[config.mk]
export PLATFORM = sky130hd
export DESIGN_NAME = uart_tx_stage
export DESIGN_NICKNAME = d
export VERILOG_FILES = /design/src/rtl/uart_pkg.sv /design/src/rtl/uart_baud_counter.sv /design/src/rtl/uart_tx_stage.sv
export SDC_FILE = /design/constraint.sdc
export NUM_CORES = 1
export LEC_CHECK = 0
export CORE_ASPECT_RATIO = 1.4
export CORE_MARGIN = 3
export CORE_UTILIZATION = 60
export CTS_BUF_LIST = sky130_fd_sc_hd__clkbuf_8
export CTS_CLUSTER_DIAMETER = 50
export DETAILED_ROUTE_END_ITERATION = 16
export DONT_BUFFER_PORTS = 1
export PLACE_DENSITY_LB_ADDON = 0.3
export SYNTH_ARGS = -nofsm -noshare
export SYNTH_HDL_FRONTEND = slang
export SYNTH_HIERARCHICAL = 1
export SYNTH_SLANG_ARGS = --single-unit
[constraint.sdc]
create_clock -name clk -period 2.3 [get_ports clk]
set_input_delay 0.575 -clock clk [delete_from_list [all_inputs] [get_ports clk]]
set_output_delay 0.575 -clock clk [all_outputs]
set_load 0.01 [all_outputs]
[src/rtl/uart_pkg.sv]
// Shared constants and state encoding for the UART transmit path.
package uart_pkg;

   localparam int CLKS_PER_BIT_DEF = 868;   // 100 MHz / 115200
   localparam int BAUD_W           = 16;
   localparam int DATA_BITS        = 8;
   localparam int IDX_W            = $clog2(DATA_BITS);

   typedef enum logic [2:0] {
      ST_IDLE  = 3'd0,
      ST_FETCH = 3'd1,
      ST_START = 3'd2,
      ST_DATA  = 3'd3,
      ST_STOP  = 3'd4
   } tx_state_e;

endpackage

[src/rtl/uart_baud_counter.sv]
// Bit-period timer: counts 0..CLKS_PER_BIT-1 while enabled, ticks on the last count.
module uart_baud_counter
   import uart_pkg::*;
#(
   parameter int CLKS_PER_BIT = CLKS_PER_BIT_DEF
)(
   input  logic clk,
   input  logic rst,
   input  logic enable,
   output logic bit_tick
);

   localparam logic [BAUD_W-1:0] LAST = BAUD_W'(CLKS_PER_BIT - 1);

   logic [BAUD_W-1:0] cnt_q, cnt_d;

   // Disabled or at the bit boundary, the count returns to 0.
   always_comb begin
      cnt_d = '0;
      if (enable && (cnt_q != LAST))
         cnt_d = cnt_q + BAUD_W'(1);
   end

   always_ff @(posedge clk) begin
      if (rst) cnt_q <= '0;
      else     cnt_q <= cnt_d;
   end

   assign bit_tick = enable && (cnt_q == LAST);

endmodule

[src/rtl/uart_tx_stage.sv]
// 8N1 UART transmitter that pulls bytes from a synchronous FIFO (read latency 1).
module uart_tx_stage
   import uart_pkg::*;
#(
   parameter int CLKS_PER_BIT = CLKS_PER_BIT_DEF
)(
   input  logic       clk,
   input  logic       rst,
   input  logic       fifo_empty,
   input  logic [7:0] fifo_data,
   input  logic       fifo_data_valid,
   output logic       fifo_rd_en,
   output logic       tx,
   output logic       busy,
   output logic       tx_done
);

   tx_state_e            state_q, state_d;
   logic [DATA_BITS-1:0] shift_q, shift_d;
   logic [IDX_W-1:0]     idx_q, idx_d;
   logic                 fetch_q, fetch_d;   // set in the second FETCH cycle
   logic                 rd_q, rd_d;
   logic                 tx_q, tx_d;
   logic                 baud_en, bit_tick;

   assign baud_en = (state_q == ST_START) || (state_q == ST_DATA) || (state_q == ST_STOP);

   uart_baud_counter #(.CLKS_PER_BIT(CLKS_PER_BIT)) u_baud (
      .clk      (clk),
      .rst      (rst),
      .enable   (baud_en),
      .bit_tick (bit_tick)
   );

   always_comb begin
      state_d = state_q;
      shift_d = shift_q;
      idx_d   = idx_q;
      fetch_d = 1'b0;
      rd_d    = 1'b0;
      case (state_q)
         ST_IDLE: if (!fifo_empty) begin
            state_d = ST_FETCH;
            rd_d    = 1'b1;
         end
         ST_FETCH: begin
            if (fifo_data_valid) begin
               shift_d = fifo_data;
               state_d = ST_START;
            end else if (fetch_q) begin
               state_d = ST_IDLE;
            end else begin
               fetch_d = 1'b1;
            end
         end
         ST_START: if (bit_tick) begin
            state_d = ST_DATA;
            idx_d   = '0;
         end
         ST_DATA: if (bit_tick) begin
            shift_d = shift_q >> 1;
            if (idx_q == IDX_W'(DATA_BITS - 1)) state_d = ST_STOP;
            else                                idx_d   = idx_q + IDX_W'(1);
         end
         ST_STOP: if (bit_tick) state_d = ST_IDLE;
         default: state_d = ST_IDLE;
      endcase

      // Line level follows the state being entered so tx comes straight from a flop.
      case (state_d)
         ST_START: tx_d = 1'b0;
         ST_DATA:  tx_d = shift_d[0];
         default:  tx_d = 1'b1;
      endcase
   end

   always_ff @(posedge clk) begin
      if (rst) begin
         state_q <= ST_IDLE;
         shift_q <= '0;
         idx_q   <= '0;
         fetch_q <= 1'b0;
         rd_q    <= 1'b0;
         tx_q    <= 1'b1;
      end else begin
         state_q <= state_d;
         shift_q <= shift_d;
         idx_q   <= idx_d;
         fetch_q <= fetch_d;
         rd_q    <= rd_d;
         tx_q    <= tx_d;
      end
   end

   assign fifo_rd_en = rd_q;
   assign tx         = tx_q;
   assign busy       = (state_q != ST_IDLE);
   assign tx_done    = (state_q == ST_STOP) && bit_tick;

endmodule

Word-level counts from Yosys, hierarchy flattened
Index checks and enable logic that the tools add are counted.

word-level totals
  register bits after elaboration = 33
  latch bits = 0
  RAM bits = 0
  ROM bits = 0
  output and inout port bits = 4
  memories = 0

operators by class
  add/subtract/negate cells = 2
  multipliers = 0
  div/mod/pow operators = 0
  $lt $le $gt $ge = 0
  eq/ne operators = 13
  shift-type cells = 0
  multiplexer cells = 18
  bitwise operators = 3
  reduce and logical (&&, ||, !) cells = 14

operators with widths
  cell                                                   number
  2-to-1 mux 3 bit                                       10
  adder 16 x 1 -> 16 bit, second input constant          1
  equality test 16 x 10 -> 1 bit, second input constant  1
  2-to-1 mux 8 bit                                       2
  != test 16 x 10 -> 1 bit, second input constant        1
  case mux 8 bit (2 select lines)                        1
  case mux 3 bit (5 select lines)                        1
  equality test 3 x 2 -> 1 bit, second input constant    4
  != test 2 bit, second input constant                   4
  equality test 3 bit, second input constant             2
  case mux 3 bit (2 select lines)                        1
  AND reduction 4 bit                                    1
  nonzero test 2 bit                                     2
  OR reduction 2 bit                                     2
  adder 3 x 1 -> 3 bit, second input constant            1
  equality test 3 x 1 -> 1 bit, second input constant    1
  logical AND 1 bit                                      3
  zero test 3 bit                                        1
  inverter 1 bit                                         3
  AND reduction 3 bit                                    1
  nonzero test 3 bit                                     1
  OR reduction 3 bit                                     1
  logical OR 1 bit                                       2
  2-to-1 mux 1 bit                                       2
  case mux 1 bit (2 select lines)                        1

Longest topological paths before layout
Gate-level depths: netlist (run 1).

  word-level depth = 8
  mapped depth = 11
  gate-level depth less buffers = 8

By module
Netlist (run 1), hierarchy kept.

by module, submodules not included
  module             times used  cells an instance  area an instance (um2)  seq. area each (um2)
  uart_tx_stage      1           93                 818.3                   340.3
  uart_baud_counter  1           85                 780.7                   320.3

Worst setup path before layout (run 1)
OpenSTA, ideal clock, no wires.

  path kind = reg2reg
  from = register u_baud.cnt_q[0]
  to = register tx_q, in the netlist tx
  arrival time = 1.889 ns
  slack = 0.279 ns
  cell stages (with the launch flop) = 10
  buffers on the path = 1
  clock period less this slack = 2.021 ns
  cells stage by stage = dfxtp_1 -> ha_1 -> and4bb_1 -> nand4_1 -> nor2_1 -> buf_2 -> mux2_2 -> a22o_1 -> a21oi_2 -> o21ai_1

between the ends
  word-level cells in the longest chain between the ends = 6
  elaborated cells between the ends (all ways) = 11
  those cells by class = eq/ne (3); mux (7); reduce/logical (1)

ends and longest elaborated chain
  element                              RTL line                                                       RTL
  start: declaration                   uart_baud_counter.sv:15                                        logic [BAUD_W-1:0] cnt_q, cnt_d;
  start signal: assignment             uart_baud_counter.sv:26                                        else cnt_q <= cnt_d;
  equality test 16 x 10 -> 1 bit (*)   uart_baud_counter.sv:29                                        assign bit_tick = enable && (cnt_q == LAST);
  logical AND 1 bit (*)                uart_baud_counter.sv:29
  net bit_tick                         uart_tx_stage.sv:24                                            logic baud_en, bit_tick;
  2-to-1 mux 3 bit (on tied branches)  uart_tx_stage.sv:65, uart_tx_stage.sv:56, uart_tx_stage.sv:60
  case mux 3 bit (5 select lines)      uart_tx_stage.sv:41                                            case (state_q)
  equality test 3 x 2 -> 1 bit         uart_tx_stage.sv:70                                            case (state_d)
  case mux 1 bit (2 select lines) (*)  uart_tx_stage.sv:70
  end signal: assignment               uart_tx_stage.sv:91                                            tx_q <= tx_d;
  end: declaration                     uart_tx_stage.sv:23                                            logic tx_q, tx_d;

The timed path passes the listed nets; every way through them passes the cells marked *. The select of a mux whose other input is x is not followed.
A chain may end at the register's enable or synchronous reset.

Worst setup path after layout (run 1)
  from = register state_q[1]
  to = output port tx_done

between the ends
  word-level cells in the longest chain between the ends = 5
  elaborated cells between the ends (all ways) = 7
  those cells by class = eq/ne (3); reduce/logical (4)

ends and longest elaborated chain
  element                       RTL line                 RTL
  start: declaration            uart_tx_stage.sv:18      tx_state_e state_q, state_d;
  start signal: assignment      uart_tx_stage.sv:86      state_q <= state_d;
  equality test 3 x 2 -> 1 bit  uart_tx_stage.sv:26      assign baud_en = (state_q == ST_START) || (state_q == ST_DATA) || (state_q == ST_STOP);
  logical OR 1 bit              uart_tx_stage.sv:26
  logical OR 1 bit (*)          uart_tx_stage.sv:26
  net baud_en                   uart_tx_stage.sv:24
  logical AND 1 bit (*)         uart_baud_counter.sv:29
  net bit_tick                  uart_tx_stage.sv:24
  logical AND 1 bit (*)         uart_tx_stage.sv:98      assign tx_done = (state_q == ST_STOP) && bit_tick;
  end: declaration              uart_tx_stage.sv:15      output logic tx_done

The timed path passes the listed nets; every way through them passes the cells marked *.

==> results of run 1 <==
## worst paths after layout
check              from  slack, ns  cells past startpoint    endpoint
max          state_q[1]       0.12                      6     tx_done
min                 rst       0.34                      1  state_q[0]
max reg2reg  state_q[1]       0.26                     10          tx
min reg2reg  shift_q[4]       0.45                      2  shift_q[4]
## placed cells by master (no fill, tap or decap), types with 2 or more instances in the layout
cell type   n
a21oi_1    12
a22oi_1     6
and3_1      2
and4b_1     2
and4bb_1    2
buf_4       5
clkbuf_8    5
dfxtp_1    29
dfxtp_2     2
dfxtp_4     2
ha_1        2
inv_1      10
nand2_1    17
nand3_1     7
nand4_1     3
nor2_1     24
nor2_4      2
nor3_1      6
nor4_1      2
nor4_2      3
o21ai_1     2
xnor2_1    11
xor2_1      2
## registers in the layout, summed over array words and instances (netlist names)
signal / flops
fifo_rd_en: 1
tx: 1
shift_q: 8
fetch_q: 1
idx_q: 3
u_baud/cnt_q: 16
state_q: 3
## metrics by stage
stage                     hold slack (ns)  instances  util (%)  setup TNS [ns]
after global routing                0.333        217      71.3         -0.0318
after CTS                           0.343        213      68.4               0
final                               0.343        217      71.3               0
after global placement              0.436        205      64.6               0
after floorplan                     0.433        178         -               0
after detailed placement            0.447        205      64.6               0
## logic make-up after synthesis
| kind of cell | Yosys count | synth area share (%) |
|---|---|---|
| muxes | 1 | 0.704 |
| DFF | 33 | 41.3 |
| adders and majority gates | 3 | 2.35 |
| xor gates and xnor gates | 13 | 7.12 |
| and+or+nand+nor | 83 | 30.6 |
| buffers and inverters | 16 | 5.48 |
| AOI/OAI and AO/OA | 29 | 12.4 |
## report_power, final
part	internal, uW	leakage (uW)	switching [uW]	total, uW
sequential	583	0.000269	14.5	597
combinational	26.0	0.000273	29.9	56.0
clock	201	0.0000519	188	389
total	810	0.000594	233	1040
## critical path, cell delays in order (launching register included)
cell	delay (ns)
dfxtp_1	0.45
nor2b_4	0.22
a21o_1	0.16
inv_1	0.06
nor2_1	0.08
buf_4	0.15
and3_4	0.20
## routing by layer
metal	vias to the layer above	part of all wire (%)
met5	-	0
met4	0	2.4
met3	7	4.1
met2	20	54
met1	611	39
li1	631	-
## area by class of cell
class	count	share of cell area, %
multi-input cells	129	50.2
flip-flops and latches	33	38.1
clock buffers	5	3.91
repair buffers	6	3.27
well taps	34	2.42
inverters	7	1.49
clock inverters	3	0.640
## what timing repair did
action	4_1_cts	5_1_grt
resized for setup	4	9
gates cloned	0	0
setup endpoints to repair	1	1
buffers inserted	0	4
pin swaps	0	2
==> results_dict.tcl, run 1 <==
set metrics [dict create \
    diodes 0 \
    cp.required_ns 1.73 \
    synth.distinct_cells 44 \
    dieArea_sq_um 3330 \
    cts.sinks 33 \
    pre_cts_ws_ns 0.166 \
    hp-class "in -> reg" \
    rows 21 \
    synth_top_cells_by_count "dfxtp_1 (33), nor2_1 (25), nand2_1 (17)" \
    area_growth_pct 10.1 \
    finalPower_uw 1040 \
    portBuffers 0 \
    yosys_warnings 6 \
    nNetsFinal 197 \
    n_fill_cell 208 \
    synth_largest_area_cell "dfxtp_1" \
    drtIter0Drc 21 \
    ant_nets 0 \
    busiest_layer "met2" \
    synth_area_sq_um 1600 \
    dp_hpwl_mm 2.18 \
    wire_per_inst_um 13.9 \
    synth_edf_count 0 \
    drive_above_1_share_pct 18.6 \
    synth.area.top_cells "dfxtp_1 (41%), xnor2_1 (6.0%), nor2_1 (5.9%)" \
    clock_path_buffers 2 \
    crit_fanout 5 \
    p_leak_uw 0.000594 \
    critPathCaptureType "primary output" \
    via_count 1269 \
    cts_hold_buf 0 \
    fin_area_sq_um 1760 \
    drc 0 \
    die_w_um 49.6 \
    synth_most_common_cell "dfxtp_1" \
    async_reset_ff_share_pct 0 \
    viasPerCell 5.85 \
    wirelength_mm 3.01 \
    met2_usage_pct 38.7 \
    synth_cells 178 \
    cts_buffers 5 \
    grt_max_degree 18 \
    boundaryPins 16 \
    grt_pass1_vias 1260 \
    slew_violations 0 \
    start_util_pct 64.7 \
    grt_usage_pct 21.2 \
    synth-seq-cells 33 \
    grt_pass1_wl_mm 5.31 \
    regArea_sq_um 671 \
    die_h_um 67.1 \
    synth-main-ff-cell "dfxtp_1" \
    fmax_ghz 0.460 \
    cp.arrival_ns 1.60 \
    grt.overflow.total 0 \
    syn_area_per_cell_sq_um 8.98 \
    status "finished, final reports clean" \
    syn_nets 193 \
    h-tree-depth 2 \
    cts_root_buf "clkbuf_8" \
    gp_congestion 0.823 \
    path_class "reg -> out" \
    drv_cap 0 \
    multi_input_area_sq_um 883 \
    max-slew-margin-rel_pct 74.0 \
    finClkSkew_ns 0.00828 \
    min_period_ns 2.18 \
    ys_seq_area_share_pct 41.3 \
    cp-start-kind "flip-flop" \
    antenna_found_initial 0 \
    p_per_area_nw_per_um2 592 \
    post-route-period-util_pct 94.6 \
    ir_drop_mv 0.476 \
    dr.pass1.iters 4 \
    core-area_sq_um 2470 \
    clk-insertion-delay-late_ns 0.28 \
    tritoncts "done" \
    placed_cell_area_sq_um 1600 \
    use_met3_pct 6.26 \
    worst_pin_slew_ns 0.389 \
    met1_usage_pct 21.2 \
    final-hold-violation-count 0 \
    worst_slack_ns 0.124 \
    finalSetupViolCount 0 \
    path_clk_slew_ns 0.06 \
    synth_top_area_share_pct 41.3 \
]
Note: power is estimated with default switching activity, not from simulation.
==> run 2: changes to the inputs <==
CORE_MARGIN = 2   (was 3)
==> run 2 against run 1 <==
  * Sequential cell count stayed put
  * Critical path depth unchanged
  * Maximum frequency down 1.2%
  * Non-clock buffer count down 1
  * First-iteration DRC count fell by 43%
  * Die area decreased by 6.9%
  * Largest power group unchanged
  * Highest routed layer unchanged
==> results_dict.tcl, run 2 (synthesis gave the netlist of run 1 again) <==
set metrics [dict create \
    finalPower_uw 1210 \
    dr.pass1.iters 4 \
    final-hold-violation-count 0 \
    slowest_delay_ns 0.37 \
    rr_worst_depth 9 \
    critPathCaptureType "primary output" \
    dp_hpwl_mm 2.19 \
    drv_cap 0 \
    worst_slack_ns 0.0989 \
    path_buf_inv 1 \
    cts.sinks 33 \
    core-area_sq_um 2590 \
    crit_path_end "tx_done" \
    ant_nets 0 \
    grt_max_degree 18 \
    finalSetupViolCount 0 \
    gp_congestion 0.820 \
    ff2ff_setup_slack_ns 0.34 \
    min_period_ns 2.20 \
    reg_top3 "u_baud/cnt_q x16, shift_q x8" \
    cp-start-kind "flip-flop" \
    worstPathCellList "ha_2 > and4bb_1 > nand4_1 > nor2_1 > buf_4 > and3_4" \
    cts_root_buf "clkbuf_8" \
    grt_pass1_vias 1230 \
    p_per_area_nw_per_um2 689 \
    path_class "reg -> out" \
    cts_buffers 5 \
    clk-insertion-delay-late_ns 0.29 \
    nNetsFinal 196 \
    die_w_um 47.6 \
    finalSetupTns_ns 0 \
    area_growth_pct 9.39 \
    grt_pass1_wl_mm 5.09 \
    boundaryPins 16 \
    cts_hold_buf 0 \
    max-slew-margin-rel_pct 72.2 \
    largest-register "u_baud/cnt_q" \
    rows 22 \
    post-route-period-util_pct 95.7 \
    drtIter0Drc 12 \
    cp.arrival_ns 1.63 \
    crit_slowest_cell "dfxtp_1" \
    ir_drop_mv 0.646 \
    hp-class "in -> reg" \
    cp.required_ns 1.73 \
    path_clk_slew_ns 0.07 \
    drc 0 \
    largest_reg_flops 16 \
    status "finished, final reports clean" \
    cp_top_family "simple AND/OR/NAND/NOR gates" \
    pre_cts_ws_ns 0.174 \
    crit_fanout 9 \
    h-tree-depth 2 \
    p_leak_uw 0.000592 \
    fmax_ghz 0.454 \
    final_cell_mix "dfxtp_1 (31), nor2_1 (25), nand2_1 (17)" \
    final_common_cell "dfxtp_1" \
    r2r_end "tx" \
    slew_violations 0 \
    startpoint "u_baud/cnt_q[1]" \
    wire_per_inst_um 14.3 \
    clock_path_buffers 2 \
    dieArea_sq_um 3100 \
    start_util_pct 61.8 \
    drive_above_1_share_pct 17.6 \
    grt_usage_pct 24.0 \
    worst_pin_slew_ns 0.416 \
    wirelength_mm 3.11 \
    finClkSkew_ns 0.00946 \
    via_count 1267 \
    portBuffers 0 \
    tritoncts "done" \
    rr_startpoint "u_baud/cnt_q[1]" \
    grt.overflow.total 0 \
    diodes 0 \
    antenna_found_initial 0 \
    viasPerCell 5.81 \
    worst-path-stages 6 \
    die_h_um 65.1 \
]
==> run 2: per-layer routing <==
layer  vias to the layer above  GRT usage (%)  share of wire (%)
li1                        631              -                  -
met1                       606           20.0                 36
met2                        22           43.2                 57
met3                         8           9.19                4.5
met4                         0           14.9                2.4
met5                         -              0                  0
==> run 2: worst min-delay path by stage <==
stage / start / to / cells after the start
6_report: rst / idx_q[1] / 1
5_1_grt: rst / shift_q[3] / 1
4_1_cts: rst / state_q[0] / 1
3_5_place_dp: shift_q[5] / shift_q[5] / 2
3_3_place_gp: idx_q[2] / idx_q[2] / 2
2_1_floorplan: shift_q[1] / shift_q[1] / 2
==> run 2: metrics by stage <==
stage / util (%) / cells / cell area, sq um / hold WS [ns]
2_1_floorplan: - / 178 / 1600 / 0.433
3_3_place_gp: 62.3 / 209 / 1610 / 0.437
3_5_place_dp: 62.3 / 209 / 1610 / 0.445
4_1_cts: 67.1 / 217 / 1740 / 0.333
5_1_grt: 67.6 / 218 / 1750 / 0.334
6_report: 67.6 / 218 / 1750 / 0.349
==> run 2: final cells by class <==
cell class / count / area [sq um]
Tap cell: 36 / 45.0
Clock buffer: 6 / 82.6
Timing Repair Buffer: 5 / 37.5
Clock inverter: 2 / 33.8
Multi-Input combinational cell: 129 / 861
Sequential cell: 33 / 663
Inverter: 7 / 26.3
Fill cell: 219 / 838
==> run 2: repair_timing <==
| action | CTS | global route |
|---|---|---|
| buffers inserted | 0 | 1 |
| resized for setup | 3 | 2 |
| setup endpoints to repair | 1 | 1 |
| pin swaps | 0 | 1 |
==> run 2: report_power, final <==
group	leakage (uW)	internal [uW]	switching, uW
sequential	0.000268	584	9.73
clock	0.0000626	349	208
combinational	0.000261	23.9	31.7
total	0.000592	957	249
